<file path="src/rtl/ping_responder.sv">
// Ping responder: qualifies a burst on the synchronized detector stream, waits for it to end,
// then fires a one-cycle tx strobe after a fixed turnaround and blanks for a holdoff period.
module ping_responder #(
  parameter int unsigned DET_WIN    = 64,
  parameter int unsigned DET_THR    = 48,
  parameter int unsigned QUIET_LEN  = 32,
  parameter int unsigned MAX_PING   = 48000,
  parameter int unsigned TURNAROUND = 4800,
  parameter int unsigned HOLDOFF    = 60000,
  parameter int unsigned CW         = 16
) (
  input  logic       clk,
  input  logic       rst,
  input  logic       enable,
  input  logic       sig,
  input  logic       tx_en,
  output logic       tx_stb,
  output logic       det_stb,
  output logic       busy,
  output logic [7:0] reply_count,
  output logic [7:0] reject_count
);

  localparam logic [CW-1:0] WIN_C  = CW'(DET_WIN);
  localparam logic [CW-1:0] THR_C  = CW'(DET_THR);
  localparam logic [CW-1:0] QL_C   = CW'(QUIET_LEN);
  localparam logic [CW-1:0] MP_C   = CW'(MAX_PING);
  localparam logic [CW-1:0] TA_C   = CW'(TURNAROUND);
  localparam logic [CW-1:0] HOLD_C = CW'(HOLDOFF - 1);

  typedef enum logic [2:0] {IDLE, DETECT, QUIET, TURN, HOLD} state_e;

  state_e        state_q, state_d;
  logic [1:0]    sync_q;
  logic [CW-1:0] win_q, win_d, high_q, high_d, low_q, low_d, tmr_q, tmr_d;
  logic          tx_stb_q, tx_stb_d, det_stb_q, det_stb_d, busy_q;
  logic [7:0]    reply_q, reply_d, reject_q, reject_d;
  logic          sig_s;
  logic [CW-1:0] win_nx, high_nx, low_nx, tmr_nx;

  assign sig_s   = sync_q[1];
  assign win_nx  = win_q + CW'(1);
  assign high_nx = high_q + CW'(sig_s);
  assign low_nx  = sig_s ? '0 : low_q + CW'(1);
  assign tmr_nx  = tmr_q + CW'(1);

  always_comb begin
    state_d   = state_q;
    win_d     = win_q;
    high_d    = high_q;
    low_d     = low_q;
    tmr_d     = tmr_q;
    tx_stb_d  = 1'b0;
    det_stb_d = 1'b0;
    reply_d   = reply_q;
    reject_d  = reject_q;
    if (!enable) begin
      state_d = IDLE;
      win_d   = '0;
      high_d  = '0;
      low_d   = '0;
      tmr_d   = '0;
    end else begin
      case (state_q)
        IDLE: begin
          if (!tx_en && sig_s) begin
            state_d = DETECT;
            win_d   = CW'(1);
            high_d  = CW'(1);
          end
        end
        DETECT: begin
          win_d  = win_nx;
          high_d = high_nx;
          if (win_nx == WIN_C) begin
            if (high_nx >= THR_C) begin
              state_d   = QUIET;
              det_stb_d = 1'b1;
              low_d     = '0;
              tmr_d     = '0;
            end else begin
              state_d  = IDLE;
              reject_d = reject_q + 8'd1;
            end
          end
        end
        // tmr_q is the ping duration here, then reused as turnaround and holdoff timer
        QUIET: begin
          low_d = low_nx;
          tmr_d = tmr_nx;
          if (low_nx == QL_C) begin
            state_d = TURN;
            tmr_d   = '0;
          end else if (tmr_nx == MP_C) begin
            state_d  = IDLE;
            reject_d = reject_q + 8'd1;
          end
        end
        TURN: begin
          tmr_d = tmr_nx;
          if (tmr_nx == TA_C) begin
            state_d  = HOLD;
            tmr_d    = '0;
            tx_stb_d = 1'b1;
            reply_d  = reply_q + 8'd1;
          end
        end
        HOLD: begin
          if (tmr_q == HOLD_C) begin
            if (!tx_en) state_d = IDLE;
          end else begin
            tmr_d = tmr_nx;
          end
        end
        default: state_d = IDLE;
      endcase
    end
  end

  always_ff @(posedge clk) begin
    if (rst) begin
      state_q   <= IDLE;
      sync_q    <= '0;
      win_q     <= '0;
      high_q    <= '0;
      low_q     <= '0;
      tmr_q     <= '0;
      tx_stb_q  <= 1'b0;
      det_stb_q <= 1'b0;
      busy_q    <= 1'b0;
      reply_q   <= '0;
      reject_q  <= '0;
    end else begin
      state_q   <= state_d;
      sync_q    <= {sync_q[0], sig};
      win_q     <= win_d;
      high_q    <= high_d;
      low_q     <= low_d;
      tmr_q     <= tmr_d;
      tx_stb_q  <= tx_stb_d;
      det_stb_q <= det_stb_d;
      busy_q    <= (state_d != IDLE);
      reply_q   <= reply_d;
      reject_q  <= reject_d;
    end
  end

  assign tx_stb       = tx_stb_q;
  assign det_stb      = det_stb_q;
  assign busy         = busy_q;
  assign reply_count  = reply_q;
  assign reject_count = reject_q;

endmodule

</file>
<file path="config.mk">
export PLATFORM = sky130hd
export DESIGN_NAME = ping_responder
export DESIGN_NICKNAME = d
export VERILOG_FILES = /design/src/rtl/ping_responder.sv
export SDC_FILE = /design/constraint.sdc
export NUM_CORES = 1
export LEC_CHECK = 0
export BUFFER_PORTS_ARGS = -buffer_cell sky130_fd_sc_hd__buf_2
export CORE_UTILIZATION = 41
export DETAILED_ROUTE_END_ITERATION = 8
export GPL_ROUTABILITY_DRIVEN = 1
export PLACE_DENSITY_LB_ADDON = 0.25
export REMOVE_ABC_BUFFERS = 1
export SYNTH_ARGS = -nofsm -noshare
export SYNTH_HDL_FRONTEND = slang
export SYNTH_SLANG_ARGS = --single-unit
</file>
<file path="constraint.sdc">
create_clock -name clk -period 7.7 [get_ports clk]
set_input_delay 0.77 -clock clk [delete_from_list [all_inputs] [get_ports clk]]
set_output_delay 0.77 -clock clk [all_outputs]
set_load 0.02 [all_outputs]
</file>
== Word-level counts from Yosys, hierarchy flattened ==
Index checks and enable logic that the tools add are counted.
W data, S select, Z words.
Storage, ports and cells
  flip-flop bits (word level): 88
  latch bits: 0
  RAM bits: 0
  memory bits (read-only): 0
  bits of input ports: 5
  output and inout bits: 19
  logic and storage cells: 81
  memories: 0
Operators by class
  add/sub/neg operators: 6
  multiply operators: 0
  divide/modulo/power cells: 0
  magnitude comparators: 1
  equality and inequality tests: 16
  shift-type cells: 0
  mux-type cells: 28
  bitwise operators: 4
  reductions and logical operators: 15
Operators by type and width (count)
  $mux W16: 7
  $pmux W16 S2: 3
  $pmux W16 S4: 1
  $add A16 B1 Y16 const B: 3
  $eq A16 B16 Y1 const B: 2
  $mux W8: 4
  $mux W3: 8
  $add A16 B1 Y16: 1
  $add A8 B1 Y8 const B: 2
  $eq A16 B13 Y1 const B: 1
  $eq A16 B6 Y1 const B: 1
  $eq A16 B7 Y1 const B: 1
  $ge A16 B6 Y1 const B: 1
  $pmux W8 S2: 1
  $pmux W3 S5: 1
  $ne A2 B2 Y1 const B: 7
  $eq A3 B2 Y1 const B: 2
  $reduce_and A3 Y1: 2
  $reduce_and A6 Y1: 1
  $not A1 Y1: 4
  $reduce_and A4 Y1: 1
  $reduce_bool A2 Y1: 2
  $reduce_bool A4 Y1: 1
  $reduce_or A4 Y1: 1
  other kinds (11): 12

== Depth between registers and ports, before layout ==
Gate-level depths: netlist (run 1).
  depth in word-level cells: 7
  gate-level depth with buffers: 11
  depth with buffers taken out: 10

== Worst setup path after synthesis (run 1) ==
OpenSTA, ideal clock, no wires.
  kind: register to register
  from: register sync_q[1]
  to: register reject_q[3], in the netlist reject_count[3]
  library setup time: 0.123 ns
  arrival time: 2.815 ns
  setup slack: 4.761 ns
  stages on the path, launching flop included: 11
  buffers on the path: 0
  cell sequence: dfxtp_1 -> ha_1 -> ha_1 -> nand3_2 -> o31a_1 -> nor4_1 -> nand4_1 -> or2_1 -> o32ai_4 -> nand4_1 -> mux2_1
Between the ends
  longest elaborated chain between the ends: 4
RTL lines
  start: declaration: line 34  | logic [1:0] sync_q;
  start signal: assignment: line 135  | sync_q <= {sync_q[0], sig};
  $add A16 B1 Y16 or $mux W16 (tied branches): line 43, 44
  $ge A16 B6 Y1 or $eq A16 B6 Y1 (tied branches): line 76, 91
  $ne A2 B2 Y1 (no line)
  $reduce_and A6 Y1 (no line) *
  end signal: assignment: line 144  | reject_q <= reject_d;
  end: declaration: line 37  | logic [7:0] reply_q, reply_d, reject_q, reject_d;
Every way passes the cells marked *; elsewhere a longest branch is shown, timed or not.
A chain may end at the register's enable or synchronous reset.

== Final worst setup path (run 1) ==
  from: register sync_q[1]
  to: register tmr_q[2]
Between the ends
  longest elaborated chain between the ends: 4
RTL lines
  $add A16 B1 Y16 or $mux W16 (tied branches): line 43, 44
  $ge A16 B6 Y1 or $eq A16 B6 Y1 (tied branches): line 76, 91
  $ne A2 B2 Y1 (no line) or $mux W16 (tied branches)
  $reduce_and A4 Y1 (no line) or $pmux W16 S4 (tied branches)
  end signal: assignment: line 139  | tmr_q <= tmr_d;
  end: declaration: line 35  | logic [CW-1:0] win_q, win_d, high_q, high_d, low_q, low_d, tmr_q, tmr_d;
Several ways; a longest one is shown, not always the timed one.

==> metrics.csv, run 1 <==
stage;metric;value;unit
status;status;complete, no violations;
logic_synthesis;EDFF count, synth;0;
finish;ANT cells;0;
floorplanning;Starting Density;42.9;%
finish;share of post-route cells with drive strength above 1;9.62;%
global_route;met1 Use GR;26.3;%
finish;fill count;1265;
floorplanning;# rows;41;
logic_synthesis;post-synthesis compound-gate area fraction;20.3;%
logic_synthesis;Post-synth top flop;dfxtp_1;
sta;skew final;0.0109;ns
floorplanning;Die Height;118;um
sta;final setup vio count;0;
pwr;Leakage;2.03;nW
cts;clock-pin transition on the worst setup and hold timing paths;0.07;ns
finish;cell area after layout;6010;um2
sta;worst-margin pin slew;0.841;ns
cts;Post-CTS Setup Bufs;0;
logic_synthesis;post-synthesis sequential area ratio;32.0;%
logic_synthesis;ys async rst share;0;%
global_route;GRT Residual Overflow;0;
logic_synthesis;largest family of logic cells by synthesized area;simple AND/OR/NAND/NOR gates;
setup_path;Setup CP Type;flop to flop;
floorplanning;Die ar.;13900;um2
cts;CTS Buf Count;9;
global_route;total global-route track usage;19.6;%
placement;I/O Buffers;23;
global_route;antenna violations before repair;0;
finish;Area Growth Syn to Fin;9.29;%
sta;Max-slew headroom;43.7;%
setup_path;CP endpoint kind;flop;
global_route;busiest layer in global routing;met2;
placement;HPWL after DPL;9.12;mm
cts;CTS root buffer;clkbuf_16;
logic_synthesis;Area contributors post-synth;dfxtp_1 32%, nor2_1 5.9%, nand2_1 4.3%;
detailed_routing;WL per Instance;15.2;um
setup_path;worst path arrival time;3.99;ns
setup_path;CP required;7.95;ns
logic_synthesis;Mapped Area;5500;um2
detailed_routing;Starting DRT DRC Count;391;
logic_synthesis;post-synth cell types;70;
logic_synthesis;synth cell count leaders;88 x dfxtp_1, 86 x nor2_1, 63 x nand2_1, 41 x nand3_1, 35 x a21oi_1;
cts;CTS tree;done;
run;Max Cap Violations;0;
logic_synthesis;share of the synthesized area in the top cell type;32.0;%
global_route;vias in the first global route;4667;
pwr;maximum VDD drop;0.0983;mV
sta;Max Slew Vio Count;0;
floorplanning;core area;12800;um2
placement;placed inst area;5650;um2
logic_synthesis;adder-cell share of the synthesized area;1.82;%
floorplanning;Die W;118;um
setup_path;Max Fanout on Critical Path;14;
finish;nets;715;
cts;Clock Path Buffers;2;
detailed_routing;DR pass1 iterations;5;
sta;Max Clock Freq;0.267;GHz
setup_path;startpoint types;flop;
logic_synthesis;Post-Synth Simple-Gate Area;32.7;%
detailed_routing;DRC Markers;0;
cts;later-pin clock latency in the skew report;0.35;ns
logic_synthesis;most common cell in the netlist;dfxtp_1;
finish;Storage cell area;1760;um2
global_route;largest net degree at the start of global routing;41;
sta;Final Hold Vio Count;0;
cts;Hold Buf Count CTS;0;
placement;Final Wtd Congestion;0.846;
sta;unrepaired setup endpoints after global routing;no;
sta;Final min period;3.74;ns
logic_synthesis;post-synthesis xor/xnor area fraction;5.89;%
global_route;first-pass GRT wire length;22.4;mm
logic_synthesis;Syn Area/Cell;7.72;um2
global_route;met2 Use GR;30.5;%
global_route;met3 GRT Util;3.05;%
detailed_routing;antenna viol nets, final;0;
cts;H-tree levels;3;
sta;setup TNS;0;ns
detailed_routing;final WL;13.4;mm
finish;Multi-input gate area;3470;um2
logic_synthesis;Post-Syn Instances;712;
hold_path;HP Class;flop to flop;
logic_synthesis;mux share of post-synthesis cell area;2.32;%
logic_synthesis;synth warn;0;
detailed_routing;drt via density;5.87;
cts;# clock sinks;88;
pwr;pwr/cell area;166;nW/um2
logic_synthesis;#FFs+latches synth;88;
cts;PostCTS Resize Cnt;0;
sta;final worst-path cycle share;48.6;%
floorplanning;Top-Level Pins;24;
detailed_routing;DR vias;5158;
logic_synthesis;largest area contributor in the netlist;dfxtp_1;
==> cell families (layout without fill, tap and decap cells) <==
| kind of cell | after synthesis | in the layout |
|---|---|---|
| compound gates | 160 | 160 |
| xor+xnor | 37 | 37 |
| fa+ha+maj | 8 | 8 |
| buf+inv | 65 | 60 |
| flops | 88 | 88 |
| mux | 12 | 12 |
| simple gates | 342 | 342 |
==> power breakdown <==
part | internal [W] | switching [W]
Sequential | 0.000456 | 0.00000126
Clock | 0.000328 | 0.000192
Combinational | 0.00000468 | 0.0000171
Total | 0.000788 | 0.000211
==> stage by stage <==
stage	worst slack [ns]	hold slack (ns)	util, %	cells	power (W)
after floorplan	4.57	0.414	-	665	0.000479
after global placement	4.14	0.467	44.1	863	0.000489
after detailed placement	3.97	0.464	44.1	863	0.000489
after CTS	3.94	0.466	46.8	879	0.00101
after global routing	3.68	0.478	46.8	879	0.00103
final	3.96	0.464	46.8	879	0.000999
==> metal layers <==
layer	wire length (um)	up-vias
met2	6110	108
met5	0	-
met1	6520	2427
li1	-	2596
met3	421	27
met4	345	0
==> flip-flops by register name (all words and copies together) (netlist names) <==
signal        cells
sync_q            2
busy              1
low_q            16
tx_stb            1
state_q           3
high_q           16
reject_count      8
tmr_q            16
reply_count       8
det_stb           1
win_q            16
==> worst max-delay path, cell delays in order, from the launching register on <==
cell and delay, ns:
dfxtp_1 0.62, ha_1 0.32, ha_1 0.33, nand3_2 0.20
o31a_1 0.36, nor4_1 0.27, nand4_1 0.16, nor2_1 0.48
o311a_1 0.63, a32oi_1 0.19, o41ai_1 0.09
==> cell usage in the layout (no fill, tap or decap), types with 13 or more instances in the layout <==
master   netlist  final
dfxtp_1       88     88
nor2_1        86     85
nand2_1       63     63
nand3_1       41     41
a21oi_1       35     35
o21ai_0       30     30
nor3_1        30     30
nand4_1       26     26
xnor2_1       24     24
buf_2         13     23
inv_1         18     18
nor4_1        15     15
and3_1        15     15
xor2_1        13     13
==> worst paths after layout <==
path / start / end / slack, ns / cells after the start
setup / recovery: sync_q[1]$_SDFF_PP0_ / tmr_q[2]$_SDFFE_PP0P_ / 3.96 / 10
hold / removal: sync_q[0]$_SDFF_PP0_ / sync_q[1]$_SDFF_PP0_ / 0.46 / 1
setup reg to reg: sync_q[1]$_SDFF_PP0_ / tmr_q[2]$_SDFFE_PP0P_ / 3.96 / 10
hold reg to reg: sync_q[0]$_SDFF_PP0_ / sync_q[1]$_SDFF_PP0_ / 0.46 / 1
==> layout make-up <==
| cell class | count | area share (%) |
|---|---|---|
| clock buffers | 10 | 3.98 |
| clock inverters | 6 | 1.92 |
| inverters | 18 | 1.12 |
| multi-input cells | 559 | 57.8 |
| flip-flops and latches | 88 | 29.3 |
| well taps | 172 | 3.58 |
| repair buffers | 26 | 2.29 |
Power figures use the tool's default switching activity.
==> run 2: changes to the inputs <==
- clock period: 7.7 -> 3.4 ns (I/O delays scaled with it)
==> metrics.csv, run 2 (same netlist as run 1, synthesis figures left out) <==
stage;metric;value;unit
status;status;complete, no violations;
floorplanning;# rows;41;
pwr;P_int;0.00175;W
sta;Final min period;3.14;ns
detailed_routing;DR vias;5165;
detailed_routing;drt via density;5.81;
floorplanning;Die Height;118;um
setup_path;CP endpoint kind;flop;
setup_path;most used cell, CP;nand4_1;
floorplanning;core area;12800;um2
setup_path;crit-path max cell delay;0.43;ns
pwr;sw frac;20.1;%
sta;Max Clock Freq;0.319;GHz
global_route;vias in the first global route;4638;
sta;skew final;0.00712;ns
pwr;Leakage;2.09;nW
global_route;total global-route track usage;19.4;%
sta;setup TNS;0;ns
finish;Storage cell area;1760;um2
sta;final setup vio count;0;
detailed_routing;antenna viol nets, final;0;
sta;Max-slew headroom;48.1;%
global_route;largest net degree at the start of global routing;40;
hold_path;HP Class;input port to flop;
cts;Clock Path Buffers;2;
setup_path;Buf/Inv on CP;0;
sta;final worst-path cycle share;92.3;%
pwr;logic gate share of total power;2.4;%
finish;final core occ;47.4;%
cts;later-pin clock latency in the skew report;0.35;ns
setup_path;CP required;3.63;ns
floorplanning;Starting Density;42.9;%
setup_path;Setup CP Type;flop to flop;
cts;Hold Buf Count CTS;0;
finish;commonest non-fill, non-tap cell in the layout;dfxtp_1;
setup_path;startpoint types;flop;
setup_path;critical path's slowest cell;o32ai_4;
sta;unrepaired setup endpoints after global routing;no;
detailed_routing;final WL;13.1;mm
sta;Max Slew Vio Count;0;
pwr;Switching Power;0.000440;W
setup_path;worst path arrival time;3.36;ns
floorplanning;Top-Level Pins;24;
setup_path;WP depth;10;
finish;most frequent cells in the layout;88 x dfxtp_1, 86 x nor2_1, 63 x nand2_1, 41 x nand3_1, 35 x a21oi_1;
pwr;power share of the sequential group;47.1;%
detailed_routing;Starting DRT DRC Count;345;
setup_path;Reg2Reg Setup Slack;0.26;ns
global_route;first-pass GRT wire length;22.2;mm
finish;ANT cells;0;
floorplanning;Die ar.;13900;um2
cts;H-tree levels;3;
placement;HPWL after DPL;8.96;mm
setup_path;Worst Reg-to-Reg Cells;10;
sta;final hold slack;0.236;ns
floorplanning;Die W;118;um
pwr;clock power share;50.5;%
sta;Final Hold Vio Count;0;
finish;nets;727;
global_route;GRT Residual Overflow;0;
setup_path;critical-path cell list;ha_1 > ha_2 > nand3_2 > o31a_1 > nor4_1 > nand4_1 > or2_1 > o32ai_4 > nand4_1 > mux2_1;
pwr;pwr/cell area;361;nW/um2
cts;clock-pin transition on the worst setup and hold timing paths;0.06;ns
cts;CTS root buffer;clkbuf_16;
cts;CTS tree;done;
cts;CTS Buf Count;9;
finish;fill count;1272;
detailed_routing;DRC Markers;0;
placement;I/O Buffers;23;
detailed_routing;DR pass1 iterations;7;
pwr;maximum VDD drop;0.178;mV
cts;# clock sinks;88;
run;Max Cap Violations;0;
finish;Multi-input gate area;3480;um2
sta;worst-margin pin slew;0.775;ns
placement;Final Wtd Congestion;0.857;
global_route;antenna violations before repair;0;
finish;share of post-route cells with drive strength above 1;10.7;%
detailed_routing;WL per Instance;14.8;um
setup_path;crit-path leading delay family;simple AND/OR/NAND/NOR gates;
hold_path;hold path depth;2;
finish;Area Growth Syn to Fin;10.5;%
setup_path;Max Fanout on Critical Path;8;
run 2: cell count changes in the layout (fill, tap and decap cells not counted), sizes merged:
cell,before,now
buf,26,38
clkinvlp,1,0
inv,19,18
run 2: final timing paths:
| path | start | endpoint |
|---|---|---|
| hold reg to reg | sync_q[0]$_SDFF_PP0_ | sync_q[1]$_SDFF_PP0_ |
| setup reg to reg | sync_q[1]$_SDFF_PP0_ | reject_count[3]$_SDFFE_PP0P_ |
| hold / removal | sig | sync_q[0]$_SDFF_PP0_ |
| setup / recovery | sync_q[1]$_SDFF_PP0_ | reject_count[3]$_SDFFE_PP0P_ |
run 2: cell type report:
| cell class | instances | area share [%] |
|---|---|---|
| inverter | 18 | 1.11 |
| clock buffer | 10 | 3.77 |
| tap | 172 | 3.54 |
| clock inverter | 4 | 1.57 |
| timing repair buffer | 38 | 3.75 |
| multi-input combinational | 559 | 57.3 |
| sequential | 88 | 29.0 |
run 2: per-layer routing:
layer,vias to the layer above,global-route usage (%),wire [um]
li1,2617,-,-
met1,2426,25.4,6400
met2,108,31.6,6040
met3,14,3.05,484
met4,0,8.09,192
met5,-,0,0
run 2: power groups by stage:
stage / registers, W / logic, W / clock network [W]
CTS: 0.00103 / 0.0000528 / 0.00114
global placement: 0.00106 / 0.0000512 / 0
floorplan: 0.00106 / 0.0000261 / 0
global route: 0.00103 / 0.0000577 / 0.00119
detailed placement: 0.00106 / 0.0000525 / 0
finish: 0.00103 / 0.0000519 / 0.00111
run 2: through the flow:
step                      total power (W)  cell area (um2)  worst slack [ns]  cells
after global placement            0.00111             5730             0.304    873
after global routing              0.00228             6070            0.0516    889
after floorplan                   0.00108             5300             0.272    665
final                             0.00219             6070             0.263    889
after CTS                         0.00223             6050             0.196    887
after detailed placement          0.00111             5730             0.197    873
run 2: what timing repair did:
action / 4_1_cts / 5_1_grt
hold endpoints to repair: 0 / 0
gates resized for setup: 0 / 2
setup buffers: 0 / 2
endpoints found under the setup margin: 0 / 16
==> run 3: changes to the inputs <==
- CORE_MARGIN: unset -> 2
==> metrics.csv, run 3 (same netlist as run 1, synthesis figures left out) <==
stage;metric;value;unit
hold_path;hold path depth;2;
setup_path;Worst Reg-to-Reg Cells;11;
detailed_routing;DR vias;5239;
cts;CTS root buffer;clkbuf_16;
setup_path;reg-to-reg critical path endpoint;reject_count[5]$_SDFFE_PP0P_;
finish;commonest non-fill, non-tap cell in the layout;dfxtp_1;
setup_path;Max Fanout on Critical Path;9;
finish;Area Growth Syn to Fin;10.1;%
pwr;pwr/cell area;337;nW/um2
cts;Hold Buf Count CTS;0;
global_route;antenna violations before repair;0;
sta;Max Slew Vio Count;0;
finish;share of post-route cells with drive strength above 1;10.9;%
detailed_routing;DR pass1 iterations;5;
detailed_routing;drt via density;5.86;
global_route;vias in the first global route;4683;
pwr;maximum VDD drop;0.201;mV
detailed_routing;Starting DRT DRC Count;463;
setup_path;Reg2Reg Setup Slack;0.17;ns
sta;Max-slew headroom;41.6;%
run;Max Cap Violations;0;
placement;Final Wtd Congestion;0.876;
floorplanning;Die Height;120;um
detailed_routing;WL per Instance;14.8;um
detailed_routing;antenna viol nets, final;0;
sta;worst-margin pin slew;0.872;ns
detailed_routing;final WL;13.3;mm
setup_path;CP required;3.63;ns
detailed_routing;DRC Markers;0;
pwr;total power;0.00204;W
detailed_routing;Met1 Wirelength;6.47;mm
hold_path;HP Class;input port to flop;
pwr;Leakage;2.06;nW
detailed_routing;WL met2;6.21;mm
placement;I/O Buffers;23;
finish;ANT cells;0;
setup_path;CP endpoint kind;flop;
floorplanning;Die W;120;um
cts;later-pin clock latency in the skew report;0.35;ns
floorplanning;Die ar.;14400;um2
placement;HPWL after DPL;9.11;mm
cts;H-tree levels;3;
floorplanning;Starting Density;41.7;%
global_route;largest net degree at the start of global routing;40;
sta;Final Hold Vio Count;0;
sta;Final min period;3.23;ns
hold_path;WHS Endpoint;sync_q[0]$_SDFF_PP0_;
floorplanning;core area;13200;um2
global_route;total global-route track usage;18.9;%
sta;final setup vio count;0;
floorplanning;# rows;42;
cts;CTS tree;done;
cts;CTS Buf Count;9;
sta;Max Clock Freq;0.310;GHz
global_route;first-pass GRT wire length;22.5;mm
sta;skew final;0.0101;ns
sta;setup TNS;0;ns
setup_path;worst path arrival time;3.46;ns
finish;nets;726;
setup_path;startpoint types;flop;
finish;Finished Layout Cells;894;
finish;most frequent cells in the layout;88 x dfxtp_1, 86 x nor2_1, 63 x nand2_1, 41 x nand3_1, 35 x a21oi_1;
cts;# clock sinks;88;
detailed_routing;Met3 Wirelength;435;um
hold_path;min-delay src;sig;
setup_path;Setup CP Type;flop to flop;
setup_path;RR Startpoint;sync_q[1]$_SDFF_PP0_;
global_route;GRT Residual Overflow;0;
floorplanning;Top-Level Pins;24;
cts;clock-pin transition on the worst setup and hold timing paths;0.06;ns
finish;fill count;1319;
placement;Placed Cells incl. Taps;877;
status;status;complete, no violations;
sta;final worst-path cycle share;94.9;%
detailed_routing;DR top layer;met4;
cts;Clock Path Buffers;2;
[run 3: worst max-delay path, cell delays in order (launching register included)]
cell     delay, ns
dfxtp_1       0.34
ha_1          0.27
ha_4          0.21
nand3_2       0.16
o31a_1        0.37
nor4_1        0.36
nand4_1       0.20
or2_1         0.30
o32ai_4       0.31
buf_12        0.16
nand4_1       0.11
mux2_1        0.32
[run 3: metrics by stage]
stage                     util, %  hold WS [ns]  cell area, um2  setup slack (ns)
after CTS                    45.6         0.199            6010             0.104
final                        45.9         0.207            6050             0.172
after detailed placement     43.5         0.460            5730             0.106
after global routing         45.9         0.262            6050           -0.0262
after floorplan                 -         0.409            5300             0.272
after global placement       43.5         0.457            5730             0.288
[run 3: final cells by class]
cell class                 count  area [um2]  share of cell area, %
clock buffer                  11         243                   4.01
clock inverter                 5        40.0                  0.662
inverter                      18        67.6                   1.12
multi-input combinational    559        3490                   57.6
sequential                    88        1760                   29.1
tap                          176         220                   3.64
timing repair buffer          37         233                   3.85
[run 3: worst max path at each step]
stage / cells past startpoint / from / to
2_1_floorplan: 10 / sync_q[1]$_SDFF_PP0_ / reject_count[3]$_SDFFE_PP0P_
3_3_place_gp: 10 / sync_q[1]$_SDFF_PP0_ / reject_count[5]$_SDFFE_PP0P_
3_5_place_dp: 10 / sync_q[1]$_SDFF_PP0_ / reject_count[7]$_SDFFE_PP0P_
4_1_cts: 10 / sync_q[1]$_SDFF_PP0_ / reject_count[7]$_SDFFE_PP0P_
5_1_grt: 11 / sync_q[1]$_SDFF_PP0_ / reject_count[5]$_SDFFE_PP0P_
6_report: 11 / sync_q[1]$_SDFF_PP0_ / reject_count[5]$_SDFFE_PP0P_
[run 3: per-layer routing]
layer	up-vias	global-route usage, %
met5	-	0
met4	0	6.91
met3	13	2.85
met2	111	30.4
met1	2498	25.7
li1	2617	-
[run 3: report_power, final]
group	switching [W]	leakage (nW)	total [W]	internal [W]
combinational	0.0000404	1.22	0.0000529	0.0000125
clock	0.000433	0.128	0.000952	0.000520
sequential	0.00000134	0.709	0.00103	0.00103
total	0.000475	2.06	0.00204	0.00156
[run 3: timing repair]
item / 4_1_cts / 5_1_grt
gates resized for setup: 0 / 3
setup endpoints to repair: 0 / 17
buffers inserted: 0 / 1
hold endpoints to repair: 0 / 0
